<file path="src/rtl/serial_adder.sv">
// Bit-serial adder/subtractor: one full-adder cell plus a carry flop, LSB first.
// Optional subtract mode is enabled by defining SERIAL_ADDER_SUB_EN.
module serial_adder #(
    parameter int WIDTH = 8
) (
    input  logic             clk,
    input  logic             rst_n,
    input  logic             start,
    input  logic [WIDTH-1:0] a,
    input  logic [WIDTH-1:0] b,
    input  logic             cin,
    input  logic             sub,
    output logic             busy,
    output logic             done,
    output logic [WIDTH-1:0] sum,
    output logic             cout,
    output logic             ovf
);

    localparam int CNT_W = $clog2(WIDTH);
    localparam logic [CNT_W-1:0] LAST_BIT = CNT_W'(WIDTH - 1);

    typedef enum logic [1:0] {
        IDLE = 2'b00,
        RUN  = 2'b01,
        FIN  = 2'b10
    } state_t;

    state_t             state_r;
    state_t             state_s;
    logic               accept_s;
    logic               finish_s;

    logic [WIDTH-1:0]   a_r;
    logic [WIDTH-1:0]   b_r;
    logic               c_r;
    logic [CNT_W-1:0]   cnt_r;
    logic [WIDTH-1:0]   res_r;

    logic [WIDTH-1:0]   b_in_s;
    logic               c_in_s;
    logic [1:0]         fa_s;
    logic               sum_bit_s;
    logic               carry_s;
    logic [WIDTH-1:0]   res_shift_s;

    logic               busy_r;
    logic               done_r;
    logic [WIDTH-1:0]   sum_r;
    logic               cout_r;
    logic               ovf_r;

    // Single full-adder cell, returns {carry_out, sum}.
    function automatic logic [1:0] full_add(input logic x, input logic y, input logic ci);
        full_add = {(x & y) | (ci & (x ^ y)), x ^ y ^ ci};
    endfunction

`ifdef SERIAL_ADDER_SUB_EN
    // Subtract is A + ~B + 1, so the carry flop doubles as the +1.
    always_comb begin
        b_in_s = b;
        c_in_s = cin;
        if (sub) begin
            b_in_s = ~b;
            c_in_s = 1'b1;
        end else begin
            b_in_s = b;
            c_in_s = cin;
        end
    end
`else
    logic unused_sub_s;
    assign b_in_s       = b;
    assign c_in_s       = cin;
    assign unused_sub_s = sub;
`endif

    assign fa_s        = full_add(a_r[0], b_r[0], c_r);
    assign sum_bit_s   = fa_s[0];
    assign carry_s     = fa_s[1];
    assign res_shift_s = {sum_bit_s, res_r[WIDTH-1:1]};

    // State register.
    always_ff @(posedge clk or negedge rst_n) begin
        if (!rst_n) begin
            state_r <= IDLE;
        end else begin
            state_r <= state_s;
        end
    end

    // Next-state decode with accept and completion strobes.
    always_comb begin
        state_s  = state_r;
        accept_s = 1'b0;
        finish_s = 1'b0;
        case (state_r)
            IDLE: begin
                if (start) begin
                    state_s  = RUN;
                    accept_s = 1'b1;
                end else begin
                    state_s  = IDLE;
                end
            end
            RUN: begin
                if (cnt_r == LAST_BIT) begin
                    state_s  = FIN;
                    finish_s = 1'b1;
                end else begin
                    state_s  = RUN;
                end
            end
            FIN: begin
                if (start) begin
                    state_s  = RUN;
                    accept_s = 1'b1;
                end else begin
                    state_s  = IDLE;
                end
            end
            default: begin
                state_s = IDLE;
            end
        endcase
    end

    // Operand shift registers, carry flop, bit counter and partial result.
    always_ff @(posedge clk or negedge rst_n) begin
        if (!rst_n) begin
            a_r   <= {WIDTH{1'b0}};
            b_r   <= {WIDTH{1'b0}};
            c_r   <= 1'b0;
            cnt_r <= {CNT_W{1'b0}};
            res_r <= {WIDTH{1'b0}};
        end else if (accept_s) begin
            a_r   <= a;
            b_r   <= b_in_s;
            c_r   <= c_in_s;
            cnt_r <= {CNT_W{1'b0}};
            res_r <= {WIDTH{1'b0}};
        end else if (state_r == RUN) begin
            a_r   <= {1'b0, a_r[WIDTH-1:1]};
            b_r   <= {1'b0, b_r[WIDTH-1:1]};
            c_r   <= carry_s;
            cnt_r <= cnt_r + CNT_W'(1);
            res_r <= res_shift_s;
        end
    end

    // Published result: only the completion edge may touch SUM/COUT/OVF.
    always_ff @(posedge clk or negedge rst_n) begin
        if (!rst_n) begin
            busy_r <= 1'b0;
            done_r <= 1'b0;
            sum_r  <= {WIDTH{1'b0}};
            cout_r <= 1'b0;
            ovf_r  <= 1'b0;
        end else begin
            busy_r <= (state_s == RUN);
            done_r <= finish_s;
            if (finish_s) begin
                sum_r  <= res_shift_s;
                cout_r <= carry_s;
                ovf_r  <= c_r ^ carry_s;
            end
        end
    end

    assign busy = busy_r;
    assign done = done_r;
    assign sum  = sum_r;
    assign cout = cout_r;
    assign ovf  = ovf_r;

endmodule

</file>
<file path="config.mk">
export PLATFORM = sky130hd
export DESIGN_NAME = serial_adder
export DESIGN_NICKNAME = d
export VERILOG_FILES = /design/src/rtl/serial_adder.sv
export SDC_FILE = /design/constraint.sdc
export NUM_CORES = 1
export LEC_CHECK = 0
export ABC_CLOCK_PERIOD_IN_PS = 3100
export CORE_MARGIN = 2
export CORE_UTILIZATION = 60
export CTS_CLUSTER_DIAMETER = 100
export DETAILED_ROUTE_END_ITERATION = 10
export DONT_BUFFER_PORTS = 1
export PLACE_DENSITY = 0.79
export RECOVER_POWER = 25
export SLEW_MARGIN = 15
export SYNTH_ARGS = -nofsm -noshare
export SYNTH_HDL_FRONTEND = slang
export SYNTH_SLANG_ARGS = --single-unit
</file>
<file path="constraint.sdc">
create_clock -name clk -period 3.1 [get_ports clk]
set_clock_uncertainty 0.2 [all_clocks]
set_input_delay 0.31 -clock clk [delete_from_list [all_inputs] [get_ports clk]]
set_output_delay 0.31 -clock clk [all_outputs]
set_load 0.05 [all_outputs]
</file>
==> results of run 1 <==
[cell usage after synthesis (all sizes together)]
| cell type | n |
|---|---|
| a22o | 10 |
| buf | 10 |
| dfrtp | 40 |
| fa | 1 |
| ha | 2 |
| inv | 1 |
| mux2 | 21 |
| mux2i | 47 |
| nand3 | 2 |
| nand3b | 1 |
| nor2 | 2 |
| o21ai | 2 |
| xnor2 | 1 |
| xor2 | 1 |
[power groups by stage]
stage | logic, mW | registers, mW | clock network (mW)
global placement | 0.547 | 1.15 | 0
detailed placement | 0.579 | 1.17 | 0
global route | 0.680 | 1.19 | 0.378
floorplan | 0.585 | 1.08 | 0
CTS | 0.618 | 1.16 | 0.350
finish | 0.608 | 1.15 | 0.342
[routing by layer]
layer,share of wire [%],up-vias,global-route usage (%)
li1,-,550,-
met1,41,606,23.3
met3,5.7,5,7.35
met2,52,28,35.9
met5,0,-,0
met4,1.3,0,7.29
[cells in the final DEF, fill, tap and decap left out, drive strengths merged, types with 2 or more instances in the layout]
cell type and instances:
a22o 10, ha 2, clkbuf 5, nand3 2
dfrtp 40, mux2 21, o21ai 2, dlygate4sd3 18
buf 3, mux2i 47, nor2 2
[timing repair]
action,CTS,global route
endpoints found under the hold margin,58,0
setup endpoints to repair,0,0
gates resized for setup,0,0
hold buffers,19,0
[registers in the layout, indices dropped and copies added, names as in the netlist]
name	count
a_r	8
b_r	8
busy	1
c_r	1
cnt_r	3
cout	1
done	1
ovf	1
res_r	7
state_r	1
sum	8
[cell families after synthesis]
group,share of synthesized area [%]
compound gates,4.90
xor+xnor,0.880
fa+ha+maj,2.26
buf+inv,4.78
flops,50.3
mux,35.5
simple gates,1.38
[final timing paths]
| check | startpoint | end | slack (ns) | cells past startpoint |
|---|---|---|---|---|
| max | state_r[0] | cout | 0.98 | 2 |
| max reg2reg | state_r[0] | cout | 0.98 | 2 |
| min | a[7] | a_r[7] | 0.02 | 2 |
| max in group asynchronous | rst_n | done | 2.29 | 2 |
| min reg2reg | res_r[1] | res_r[1] | 0.35 | 1 |
| min in group asynchronous | rst_n | sum[0] | 0.21 | 2 |
[per-stage QoR]
stage	cells	setup WS (ns)	hold slack, ns	instance area (µm²)
floorplan	141	1.39	-0.186	1990
global placement	177	1.00	-0.185	1970
detailed placement	177	0.945	-0.185	1970
CTS	204	0.944	0.0110	2250
global route	204	0.784	0.0362	2250
finish	204	0.976	0.0228	2250
[worst max-delay path: stages (launching register included)]
cell	delay, ns
dfrtp_1	0.82
nand3b_1	0.56
mux2_2	0.44
[area by class of cell]
| cell class | count | area (µm²) |
|---|---|---|
| Inverter | 1 | 3.75 |
| Clock inverter | 3 | 42.5 |
| Sequential cell | 40 | 1000 |
| Fill cell | 229 | 852 |
| Multi-Input combinational cell | 90 | 895 |
| Clock buffer | 5 | 37.5 |
| Tap cell | 44 | 55.1 |
| Timing Repair Buffer | 21 | 215 |
==> metrics.csv, run 1 <==
stage,metric,value,unit
floorplan,core.rowCount,20,
floorplan,io_pins,33,
place,io_buffers,0,
final_layout,area_growth_syn_to_layout,13.1,%
global_route,gr-total-overflow,0,
place,hpwlAfterDp,2080,µm
logic_synthesis,synthTopCellsByArea,"dfrtp_1 50%, mux2i_1 24%, mux2_2 12%",
detailed_routing,wl,3320,µm
pwr,p_clk_share,16.3,%
logic_synthesis,synth_area_per_cell,14.1,µm²
pwr,finalPower,2.10,mW
final_layout,antenna_cells,0,
logic_synthesis,synth_cell_types,18,
sta,drv_slew,0,
logic_synthesis,yosysTopAreaCell,dfrtp_1,
logic_synthesis,seq_area_frac_synth,50.3,%
sta,fin_crit,2.12,ns
clock_tree,cts_max_level,2,
logic_synthesis,syn-cell-area,0.00199,mm²
worst_setup_path,critPathRequiredTime,3.15,ns
sta,tns,0,ns
clock_tree,clk_latency,0.35,ns
sta,hold_viol,0,
worst_setup_path,path_max_fanout,19,
clock_tree,cts.sink_count,40,
clock_tree,clockRootBuffer,clkbuf_4,
clock_tree,cts_setup_buffers,0,
detailed_routing,drtPass1Iterations,3,
pwr,leakage,1.09,nW
logic_synthesis,synthDominantCellAreaShare,50.3,%
floorplan,die_w,61.6,µm
sta,fin_crit_sh,68.5,%
detailed_routing,antenna_left,0,
logic_synthesis,syn-num-nets,165,
detailed_routing,vias_per_cell,5.83,
floorplan,fp.dieH,61.6,µm
flow_run,max-cap-violations,0,
sta,setup_viol,0,
sta,rsz0062_at_grt,false,
final_layout,drive_above_1_share,21.3,%
final_layout,final_util,72.5,%
pwr,ir_drop,392,µV
global_route,grt_max_degree,41,
logic_synthesis,yosys_warnings,0,
worst_setup_path,start_kind,register,
final_layout,nets,183,
clock_tree,cts_tree,yes,
outcome,status,"complete, no violations",
global_route,first_global_vias,1228,
global_route,grt_pass1_wl,5550,µm
min_path,hold_class,input pin to register,
pwr,p_seq_share,54.8,%
worst_setup_path,arrival,2.17,ns
global_route,grtUsageTotal,20.6,%
pwr,netSwitchingFraction,39.3,%
clock_tree,path_clk_slew,0.12,ns
floorplan,start_util,64.2,%
floorplan,core_area,0.00310,mm²
pwr,p_switching,0.828,mW
sta,worstMarginPinSlew,1.02,ns
detailed_routing,route.detailed.wl_per_inst,16.3,µm
worst_setup_path,crit_type,register to register,
pwr,intPower,1.28,mW
clock_tree,clock_path_buffers,2,
pwr,powerDensity,935,mW/mm²
pwr,comb_power_share,28.9,%
worst_setup_path,end_kind,register,
place,gp_congestion,0.698,
detailed_routing,drc,0,
global_route,antenna_found_initial,0,
logic_synthesis,yosys_register_bits,40,
sta,slew-limit-headroom,31.7,%
detailed_routing,route.vias.total,1189,
floorplan,die-area,0.00379,mm²
clock_tree,numCtsBuffers,5,
logic_synthesis,syn_inst,141,
detailed_routing,dr.first_iter.drc_count,63,
sta,fmax,471,MHz
Note: power is estimated with default switching activity, not from simulation.
==> run 2: changes to the inputs <==
ABC_CLOCK_PERIOD_IN_PS = 2000   (was 3100)
clock period = 2 ns   (was 3.1 ns; I/O delays follow)
==> run 2 against run 1 <==
- total power increased by 62%
- non-clock buffer count rose by 24
- first-iteration DRC count decreased by 27%
- flip-flop and latch count stayed put
- utilization up 6.7 points
- fmax increased by 22%
- setup slack worse by 0.72 ns
- critical path depth grew 3
- combinational power increased by 89%
- critical path type unchanged
- largest cell class unchanged
- largest power group unchanged
==> metrics.csv, run 2 (synthesis results as in run 1) <==
stage,metric,value,unit
pwr,intPower,2.11,mW
final_layout,stdcell_count,228,
sta,drv_slew,0,
clock_tree,cts_tree,yes,
pwr,comb_power_share,33.8,%
worst_setup_path,path_max_fanout,7,
detailed_routing,route.detailed.wl_per_inst,16.2,µm
clock_tree,cts.repair.resized,0,
sta,layout_setup_ws,0.255,ns
outcome,status,"complete, no violations",
floorplan,die_w,61.6,µm
min_path,hold_class,input pin to async pin,
pwr,ir_drop,658,µV
sta,fmax,573,MHz
pwr,p_switching,1.30,mW
worst_setup_path,cpLargestDelayFamily,flip-flops,
worst_setup_path,cp_num_buf_inv,1,
detailed_routing,vias_per_cell,5.61,
floorplan,die-area,0.00379,mm²
final_layout,nets,207,
detailed_routing,wl,3690,µm
floorplan,start_util,64.2,%
global_route,antenna_found_initial,0,
sta,fin_crit,1.74,ns
detailed_routing,route.vias.total,1280,
global_route,grt_max_degree,41,
place,io_buffers,0,
global_route,grt_pass1_wl,6330,µm
detailed_routing,dr.first_iter.drc_count,46,
pwr,p_clk_share,15.0,%
global_route,gr-total-overflow,0,
floorplan,fp.dieH,61.6,µm
final_layout,antenna_cells,0,
sta,setup_viol,0,
worst_setup_path,cp_common_cell,ha_1,
place,place_ws,0.259,ns
clock_tree,cts_setup_buffers,0,
final_layout,multiInputGateArea,895,µm²
place,gp_congestion,0.732,
detailed_routing,drc,0,
place,dp.cells,183,
place,hpwlAfterDp,2300,µm
clock_tree,cts_max_level,2,
pwr,powerDensity,1390,mW/mm²
floorplan,io_pins,33,
sta,fin_crit_sh,87.2,%
worst_setup_path,slowest_stage,dfrtp_1,
worst_setup_path,end_kind,register,
pwr,netSwitchingFraction,38.2,%
worst_setup_path,start_kind,register,
detailed_routing,drtPass1Iterations,4,
clock_tree,clockRootBuffer,clkbuf_4,
pwr,p_seq_share,51.2,%
clock_tree,clock_path_buffers,2,
pwr,leakage,1.17,nW
flow_run,max-cap-violations,0,
sta,tns,0,ns
worst_setup_path,critPathRequiredTime,2.04,ns
global_route,grtUsageTotal,24.0,%
worst_setup_path,crit_type,register to register,
final_layout,area_growth_syn_to_layout,23.4,%
sta,rsz0062_at_grt,false,
detailed_routing,antenna_left,0,
final_layout,fillers,206,
worst_setup_path,crit_chain,"ha_1, ha_1, nand3b_1, buf_4, mux2_2",
clock_tree,numCtsBuffers,5,
clock_tree,path_clk_slew,0.11,ns
final_layout,final_common_cell,mux2i_1,
final_layout,regArea,0.00100,mm²
final_layout,final_cell_mix,"47 x mux2i_1, 39 x dfrtp_1, 36 x dlygate4sd3_1, 21 x mux2_2, 10 x a22o_1",
sta,worstMarginPinSlew,0.964,ns
sta,slew-limit-headroom,35.7,%
final_layout,drive_above_1_share,21.2,%
clock_tree,cts.sink_count,40,
floorplan,core_area,0.00310,mm²
worst_setup_path,slowest_delay,0.43,ns
floorplan,core.rowCount,20,
global_route,first_global_vias,1412,
clock_tree,clk_latency,0.35,ns
worst_setup_path,arrival,1.79,ns
sta,hold_viol,0,
pwr,finalPower,3.41,mW
==> run 2: cell type report <==
| cell class | count | share of cell area (%) |
|---|---|---|
| inverters | 1 | 0.153 |
| multi-input cells | 90 | 36.4 |
| flip-flops and latches | 40 | 40.8 |
| clock buffers | 6 | 1.68 |
| well taps | 44 | 2.24 |
| repair buffers | 45 | 17.3 |
| clock inverters | 2 | 1.43 |
==> run 2: final timing paths <==
| kind | slack (ns) | end | start | depth (start not counted) |
|---|---|---|---|---|
| worst max-delay path | 0.26 | sum[5] | cnt_r[0] | 5 |
| worst min-delay path | 0.33 | res_r[1] | rst_n | 2 |
| worst max register to register | 0.26 | sum[5] | cnt_r[0] | 5 |
| worst min register to register | 0.34 | cnt_r[2] | cnt_r[2] | 1 |
| max in group asynchronous | 0.62 | done | rst_n | 2 |
| min in group clk | 0.34 | cnt_r[2] | cnt_r[2] | 1 |
==> run 2: per-layer routing <==
layer	routed length, µm	track usage, %	vias up
met3	158	8.40	5
met1	1400	25.6	647
met5	0	0	-
met2	2090	44.8	28
met4	43	6.38	0
li1	-	-	600
==> run 2: stage by stage <==
stage,hold slack (ns),util (%),cell area [µm²]
global placement,-0.295,65.0,2020
floorplan,-0.296,-,1990
finish,0.334,79.2,2460
global route,0.373,79.2,2460
detailed placement,-0.295,65.0,2020
CTS,0.0841,79.7,2470
==> run 2: power groups by stage <==
stage | Combinational (mW) | Sequential (mW) | Clock (mW)
floorplan | 0.906 | 1.67 | 0
global placement | 0.932 | 1.74 | 0
detailed placement | 1.00 | 1.77 | 0
CTS | 1.16 | 1.75 | 0.527
global route | 1.28 | 1.80 | 0.577
finish | 1.15 | 1.74 | 0.512
==> run 2: what timing repair did <==
item / 4_1_cts / 5_1_grt
hold buffers: 37 / 0
hold endpoints to repair: 67 / 0
endpoints found under the setup margin: 0 / 0
